==> src/rtl/cfg_bus_arbiter.sv <==
// cfg_bus_arbiter: round-robin arbiter sharing one strobe-less switch register port among NUM_REQ requesters.
// Ports:
//   clk, rst          - clock, asynchronous active-high reset
//   i_req/i_req_rw    - per-requester request and direction (1=read, 0=write)
//   i_req_addr/wdata  - flattened per-requester address / write data
//   o_gnt/o_ack       - one-hot grant (ACCESS cycle) and completion pulse (DONE cycle)
//   o_rdata           - read data captured in ACCESS, held until the next read
//   o_busy            - high in ACCESS and DONE
//   o_addr/o_din/o_rw - switch register port, i_dout - switch combinational read data
module cfg_bus_arbiter #(
    parameter int                NUM_REQ   = 4,
    parameter int                ADDR_W    = 8,
    parameter int                DATA_W    = 32,
    parameter logic [ADDR_W-1:0] IDLE_ADDR = 8'hFF
) (
    input  logic                       clk,
    input  logic                       rst,
    input  logic [NUM_REQ-1:0]         i_req,
    input  logic [NUM_REQ-1:0]         i_req_rw,
    input  logic [NUM_REQ*ADDR_W-1:0]  i_req_addr,
    input  logic [NUM_REQ*DATA_W-1:0]  i_req_wdata,
    output logic [NUM_REQ-1:0]         o_gnt,
    output logic [NUM_REQ-1:0]         o_ack,
    output logic [DATA_W-1:0]          o_rdata,
    output logic                       o_busy,
    output logic [ADDR_W-1:0]          o_addr,
    output logic [DATA_W-1:0]          o_din,
    output logic                       o_rw,
    input  logic [DATA_W-1:0]          i_dout
);
    localparam int IW = $clog2(NUM_REQ);
    typedef enum logic [1:0] {S_IDLE, S_ACCESS, S_DONE} state_t;
    state_t              r_state, w_next;
    logic [IW-1:0]       r_rr_last, w_rr_last, w_win, w_idx;
    logic [NUM_REQ-1:0]  r_gnt, r_ack, w_gnt, w_ack;
    logic [DATA_W-1:0]   r_rdata, w_rdata, r_din, w_din;
    logic [ADDR_W-1:0]   r_addr, w_addr;
    logic                r_rw, w_rw, r_busy, w_busy;
    // Descending scan so the last hit is the first requester after r_rr_last.
    always_comb begin
        w_win = '0;
        w_idx = '0;
        for (int k = NUM_REQ; k >= 1; k--) begin
            w_idx = IW'((int'(r_rr_last) + k) % NUM_REQ);
            if (i_req[w_idx]) w_win = w_idx;
        end
    end
    always_comb begin
        w_next = r_state == S_IDLE   ? (|i_req ? S_ACCESS : S_IDLE) :
                 r_state == S_ACCESS ? S_DONE : S_IDLE;
    end
    // Idle bus is always a read of IDLE_ADDR: the port has no strobe, so rw=0 would write.
    always_comb begin
        w_gnt     = '0;
        w_ack     = '0;
        w_addr    = IDLE_ADDR;
        w_din     = '0;
        w_rw      = 1'b1;
        w_rdata   = r_rdata;
        w_rr_last = r_rr_last;
        w_busy    = w_next != S_IDLE;
        if (r_state == S_IDLE && |i_req) begin
            w_gnt     = NUM_REQ'(1) << w_win;
            w_addr    = ADDR_W'(i_req_addr >> (int'(w_win) * ADDR_W));
            w_din     = DATA_W'(i_req_wdata >> (int'(w_win) * DATA_W));
            w_rw      = i_req_rw[w_win];
            w_rr_last = w_win;
        end
        if (r_state == S_ACCESS) begin
            w_ack   = r_gnt;
            w_rdata = r_rw ? i_dout : r_rdata;
        end
    end
    always_ff @(posedge clk or posedge rst) begin
        if (rst) begin
            r_state   <= S_IDLE;
            r_gnt     <= '0;
            r_ack     <= '0;
            r_busy    <= 1'b0;
            r_rdata   <= '0;
            r_addr    <= IDLE_ADDR;
            r_din     <= '0;
            r_rw      <= 1'b1;
            r_rr_last <= IW'(NUM_REQ - 1);
        end else begin
            r_state   <= w_next;
            r_gnt     <= w_gnt;
            r_ack     <= w_ack;
            r_busy    <= w_busy;
            r_rdata   <= w_rdata;
            r_addr    <= w_addr;
            r_din     <= w_din;
            r_rw      <= w_rw;
            r_rr_last <= w_rr_last;
        end
    end
    assign o_gnt   = r_gnt;
    assign o_ack   = r_ack;
    assign o_busy  = r_busy;
    assign o_rdata = r_rdata;
    assign o_addr  = r_addr;
    assign o_din   = r_din;
    assign o_rw    = r_rw;
endmodule

==> config.mk <==
export PLATFORM = sky130hd
export DESIGN_NAME = cfg_bus_arbiter
export DESIGN_NICKNAME = d
export VERILOG_FILES = /design/src/rtl/cfg_bus_arbiter.sv
export SDC_FILE = /design/constraint.sdc
export NUM_CORES = 1
export LEC_CHECK = 0
export CORE_MARGIN = 4
export CORE_UTILIZATION = 32
export CTS_CLUSTER_DIAMETER = 80
export DETAILED_ROUTE_END_ITERATION = 16
export PLACE_DENSITY = 0.81
export SETUP_SLACK_MARGIN = 0.2
export SYNTH_ARGS = -nofsm -noshare
export SYNTH_HDL_FRONTEND = slang
export SYNTH_SLANG_ARGS = --single-unit
==> constraint.sdc <==
create_clock -name clk -period 2.65 [get_ports clk]
set_clock_uncertainty 0.1 [all_clocks]
set_input_delay 0.3975 -clock clk [delete_from_list [all_inputs] [get_ports clk]]
set_output_delay 0.3975 -clock clk [all_outputs]
set_load 0.01 [all_outputs]
==> metrics.md, run 1 <==
| Metric | Value |
|---|---|
| Fin crit share | about four fifths |
| Post-DP HPWL | roughly 11,000 um |
| Critical Path Source Type | input pin |
| Pwr Density | approximately 1000 nW/um^2 |
| Die W | between 100 and 150 um |
| Final WL | 13,000 um |
| Clock-pin slew on the worst setup and hold paths | roughly 0.060 ns |
| Hold Crit Class | flop to flop |
| Worst Path Required | 2.78 ns |
| Dominant cell type by area after synthesis | dfrtp_1 |
| Final Hold Fails | 0 |
| Yosys warning count | 0 |
| Max Freq | about 470 MHz |
| Cells after synthesis | slightly above 300 |
| Slew Viols, Final | 0 |
| Worst vdd rail ir drop | between 0.4 and 0.5 mV |
| CTS tree | done |
| TNS Setup | 0 ns |
| Vias | ~3,600 |
| Clk sinks | 86 |
| Synth unique cells | 34 |
| CP arrival | between 2 and 2.5 ns |
| Avg Cell Area, Syn | 12.9 sq um |
| H-tree depth | 3 |
| Initial antenna violation count | 0 |
| Die area | between 10,000 and 15,000 sq um |
| Number of global-route vias before repair | about 4,000 |
| Max-cap viol count | 0 |
| Vias per std cell | between 4 and 5 |
| Least-Margin Pin Slew | between 0.5 and 0.6 ns |
| Avg WL per Cell | roughly 17 um |
| Clk Latency, worst-skew pair | 0.33 ns |
| IO Port Bufs | approximately 280 |
| CP top delay family | simple AND/OR/NAND/NOR gates |
| Nets | 794 |
| Core area | around 12,000 sq um |
| Total Power | around 0.0073 W |
| Slew HR | a little over three fifths |
| Final setup viols | 0 |
| GRT Util Overall | between 10% and 20% |
| Share of layout cells above drive strength 1 | 9.55% |
| CTS Buf Count | 9 |
| Pleak | around 3.1 nW |
| Global placer's final weighted congestion | approximately 0.78 |
| Design area | between 7000 and 8000 sq um |
| Overflow after GRT | 0 |
| Post-layout minimum cycle time | between 2 and 2.5 ns |
| Row Count | 40 |
| Most frequent cells in the layout | 283 x clkdlybuf4s50_1, 75 x dfrtp_1, 74 x mux2i_1 |
| Chip height | between 100 and 150 um |
| CTS root buf | clkbuf_16 |
| Crit-path cells | clkdlybuf4s50_1, or2_2, nor3_1, or3_1, buf_4, nor2_2, a32oi_1 |
| Placed cell areas | approximately 7000 sq um |
| First DRT Iteration DRCs | 160 |
| Synth top area share | 46.9% |
| Antenna viol nets, final | 0 |
| Worst-path maximum fanout | 9 |
| CP max-delay cell | clkdlybuf4s50_1 |
| Max clock buf depth | 2 |
| Yosys reg bits | 86 |
| CP peak stage delay | approximately 0.54 ns |
| Synth top area cells | dfrtp_1 47%, mux2i_1 19%, dfstp_2 7.2% |
| CP Class | input pin to flop |
| Status | finished, final reports clean |
| First-pass GRT wire length | 19,800 um |
| Final core occ | 60.6% |
| Post-CTS Hold Buffers | 0 |
| DRC errors left | 0 |
| Syn Nets | 512 |
| Layout Area Growth over Synthesis | 83.6% |
| Post-cts gate resize count | 0 |
| Initial Utilization | about a third |
| Register area share after synthesis | 54.2% |
| Largest net degree at the start of global routing | 57 |
| Commonest non-fill, non-tap cell in the layout | clkdlybuf4s50_1 |
| Postcts setup bufs | 0 |
| DRT Pass-1 Iters | 4 |
| RSZ-0062 raised after global routing | no |
| Worst Path Buf+Inv | 2 |
| Crit path capture type | flop |
| Ant. Diodes | 0 |
| Ports | between 200 and 300 |
| Cell area after synthesis | 4000 sq um |
==> final timing paths <==
kind                                     startpoint                 endpoint  slack [ns]  cells past startpoint
max reg2reg                r_rr_last[1]$_DFFE_PP1P_      o_din[31]$_DFF_PP0_        0.69                      6
min reg2reg                    r_state[1]$_DFF_PP0_         o_busy$_DFF_PP0_        0.37                      1
max in group asynchronous                       rst      o_din[28]$_DFF_PP0_        1.72                      3
min                            r_state[1]$_DFF_PP0_         o_busy$_DFF_PP0_        0.37                      1
min in group asynchronous                       rst  o_rdata[19]$_DFFE_PP0P_        0.40                      3
max                                        i_req[3]      o_addr[5]$_DFF_PP1_        0.51                      7
==> layer usage <==
metal	part of all wire [%]	vias to the layer above	GRT usage, %
li1	-	1701	-
met5	0	-	0
met3	7.6	35	4.67
met4	3.6	0	8.52
met2	50	190	31.2
met1	39	1659	19.4
==> flip-flops by register name, summed over array words and instances (netlist names) <==
name / count
o_ack: 4
o_addr: 8
o_busy: 1
o_din: 32
o_gnt: 4
o_rdata: 32
o_rw: 1
r_rr_last: 2
r_state: 2
==> per-stage QoR <==
stage	cells	setup slack, ns	hold WS, ns
3_3_place_gp	749	0.274	0.342
2_1_floorplan	310	0.921	0.315
6_report	765	0.506	0.367
3_5_place_dp	749	0.197	0.363
5_1_grt	765	0.423	0.387
4_1_cts	765	0.548	0.371
==> worst register-to-register path: stages, from the launching register on <==
cell	delay [ns]
dfstp_2	0.60
nand2_1	0.07
nand3b_1	0.11
and3_4	0.30
buf_12	0.28
mux2i_1	0.27
o22ai_1	0.10
==> final cells by class <==
type / instances / area, sq um
fill: 981 / 4770
timing repair buffer: 292 / 2960
sequential: 86 / 2170
multi-input combinational: 200 / 1660
clock buffer: 9 / 225
tap: 168 / 210
clock inverter: 7 / 105
inverter: 3 / 17.5
==> cells in the mapped netlist, drive strengths merged <==
master  instances
a21boi          1
nor2            3
o22ai          32
nor3            5
inv             3
mux2i          74
a21oi           1
and3            1
clkbuf          1
dfstp          11
nand3           1
mux2           32
or3             1
o21a            2
nand3b          1
dfrtp          75
buf            20
nand2          25
o22a            1
and2            4
nor2b           1
or2             1
a32oi           9
nand2b          2
o21ai           3
==> power breakdown <==
part	internal [W]	switching, W
clock network	0.000838	0.000524
registers	0.00197	0.000250
logic	0.00210	0.00162
total	0.00491	0.00240
==> cells by family (layout without fill, tap and decap cells) <==
logic type | Yosys count | in the layout | share of synthesized area (%)
flip-flops | 86 | 86 | 54.2
AO/OA/AOI/OAI | 49 | 49 | 8.35
multiplexers | 106 | 106 | 27.5
buffers and inverters | 24 | 311 | 4.57
AND/OR/NAND/NOR | 45 | 45 | 5.38
Power figures use the tool's default switching activity.
==> run 2, diff against run 1 <==
Clock period 2.65 ns to 1.75 ns, I/O delays scaled along.
==> metrics.md, run 2 (same netlist as run 1, synthesis figures left out) <==
| Metric | Value |
|---|---|
| Clk Latency, worst-skew pair | 0.33 ns |
| Filler cells | 925 |
| CP max-delay cell | dfstp_2 |
| Placed cell areas | slightly above 7000 sq um |
| Layout Area Growth over Synthesis | 99.5% |
| Failing checks | negative setup slack |
| Slew HR | slightly below 70% |
| Clock-pin slew on the worst setup and hold paths | around 0.070 ns |
| Pint | approximately 0.0078 W |
| Commonest non-fill, non-tap cell in the layout | clkdlybuf4s50_1 |
| Post-DP HPWL | approximately 11,000 um |
| Status | complete, but fails checks |
| First DRT Iteration DRCs | 176 |
| Largest net degree at the start of global routing | 49 |
| Crit path capture type | flop |
| Ports | between 200 and 300 |
| Final setup viols | 40 |
| Worst vdd rail ir drop | 0.680 mV |
| Setup slack, reg-to-reg | -0.19 ns |
| Initial antenna violation count | 1 |
| Share of power burned in registers | around 28% |
| Design area | 7980 sq um |
| Setup ws final | -0.193 ns |
| Clk sinks | 86 |
| Overflow after GRT | 0 |
| DRC errors left | 0 |
| Switching power | ~0.0040 W |
| Final Hold Fails | 0 |
| Worst Path Buf+Inv | 2 |
| Vias per std cell | between 4 and 5 |
| RSZ-0062 raised after global routing | yes |
| Die W | roughly 120 um |
| Vias | 3,838 |
| Gate power share | a little under three fifths |
| Least-Margin Pin Slew | just under 0.5 ns |
| CP top delay family | flip-flops |
| Worst-path maximum fanout | 8 |
| Share of layout cells above drive strength 1 | between 10% and 20% |
| GRT Util Overall | a little under a fifth |
| Die area | 14,300 sq um |
| Switching Fraction | roughly 34% |
| DRT Pass-1 Iters | 4 |
| Critical Path Source Type | flop |
| Most frequent cells in the layout | 198 x clkdlybuf4s50_1, 85 x dlygate4sd2_1, 75 x dfrtp_1 |
| Fin crit share | 111% |
| TNS Setup | -3.23 ns |
| Antenna viol nets, final | 0 |
| Crit-path cells | nand2_1, nand3b_1, and3_4, buf_12, clkbuf_16, mux2i_1, o22ai_1 |
| Max-cap viol count | 0 |
| IO Port Bufs | 283 |
| Row Count | 40 |
| Clock power share | around 17% |
| RR Endpoint | o_din[12]$_DFF_PP0_ |
| Max Freq | between 500 and 600 MHz |
| First-pass GRT wire length | around 21,000 um |
| Hold Crit Class | input pin to asynchronous set/reset pin |
| Chip height | about 120 um |
| CP arrival | just over 2 ns |
| Avg WL per Cell | between 15 and 20 um |
| H-tree depth | 3 |
| Core area | between 10,000 and 15,000 sq um |
| Pwr Density | 1490 nW/um^2 |
| Pleak | 3.59 nW |
| Global placer's final weighted congestion | approximately 0.83 |
| Number of global-route vias before repair | roughly 4,100 |
| Post-layout minimum cycle time | 1.94 ns |
| CTS root buf | clkbuf_16 |
| CP Class | flop to flop |
| Max clock buf depth | 2 |
| Final core occ | 65.9% |
| Worst Path Required | ~1.9 ns |
| Nets | between 800 and 900 |
| Post-CTS Hold Buffers | 0 |
| Final WL | between 10,000 and 15,000 um |
| Worst R2R Path Depth | 7 |
| Slew Viols, Final | 0 |
| R2r startpoint | r_rr_last[1]$_DFFE_PP1P_ |
| Fin Hold WS | ~0.28 ns |
| Initial Utilization | around 33% |
| CP peak stage delay | ~0.57 ns |
| CTS tree | done |
| CTS Buf Count | 9 |
[run 2: changes by cell type in the layout (fill, tap and decap cells not counted), sizes merged]
cell           before  now
clkdlybuf4s50     283  198
dlygate4sd2         0   85
buf                 9   41
clkbuf              9   17
bufinv              2    1
clkinv              2    1
diode               0    1
inv                 4    3
[run 2: power groups by stage]
stage	Clock (W)	Sequential (W)	Combinational, W
6_report	0.00196	0.00331	0.00660
5_1_grt	0.00209	0.00343	0.00700
4_1_cts	0.00201	0.00332	0.00604
3_5_place_dp	0	0.00339	0.00602
3_3_place_gp	0	0.00336	0.00587
2_1_floorplan	0	0.00381	0.00248
[run 2: what timing repair did]
item                       4_1_cts  5_1_grt
gates cloned                     3        6
buffers inserted                 8        1
pin swaps                       10       26
gates resized for setup        106       33
setup endpoints to repair      129       54
[run 2: metrics by stage]
| stage | std cells | power, W | worst slack [ns] |
|---|---|---|---|
| 3_5_place_dp | 768 | 0.00941 | -0.473 |
| 4_1_cts | 795 | 0.0114 | -0.0957 |
| 3_3_place_gp | 768 | 0.00923 | -0.420 |
| 5_1_grt | 803 | 0.0125 | -0.253 |
| 2_1_floorplan | 310 | 0.00629 | 0.0266 |
| 6_report | 803 | 0.0119 | -0.193 |
[run 2: worst max path at each step]
stage / depth (start not counted) / endpoint / from / slack (ns)
finish: 7 / o_din[12]$_DFF_PP0_ / r_rr_last[1]$_DFFE_PP1P_ / -0.19
floorplan: 8 / o_din[10]$_DFF_PP0_ / r_rr_last[1]$_DFFE_PP1P_ / 0.03
CTS: 8 / o_din[5]$_DFF_PP0_ / r_rr_last[0]$_DFFE_PP1P_ / -0.1
global route: 7 / o_din[12]$_DFF_PP0_ / r_rr_last[1]$_DFFE_PP1P_ / -0.25
detailed placement: 7 / o_din[1]$_DFF_PP0_ / i_req[0] / -0.47
global placement: 7 / o_din[2]$_DFF_PP0_ / i_req[0] / -0.42
[run 2: routing by layer]
layer / vias up / global-route usage (%) / share of wire (%) / wire length [um]
met5: - / 0 / 0 / 0
met4: 0 / 6.87 / 2.4 / 346
met3: 23 / 4.85 / 7.6 / 1080
met2: 198 / 34.2 / 53 / 7530
met1: 1826 / 20.3 / 37 / 5330
li1: 1791 / - / - / -
[run 2: layout make-up]
class,instances,area [sq um],share of cell area (%)
Multi-Input combinational cell,200,1830,22.9
Clock buffer,12,256,3.22
Timing Repair Buffer,329,3440,43.2
Clock inverter,4,55.1,0.690
Antenna cell,1,2.50,0.0314
Tap cell,168,210,2.64
Sequential cell,86,2170,27.2
Inverter,3,17.5,0.220
[run 2: worst min-delay path: stages]
cell	delay [ns]
clkdlybuf4s50_1	0.46
clkinvlp_4	0.12
buf_12	0.24
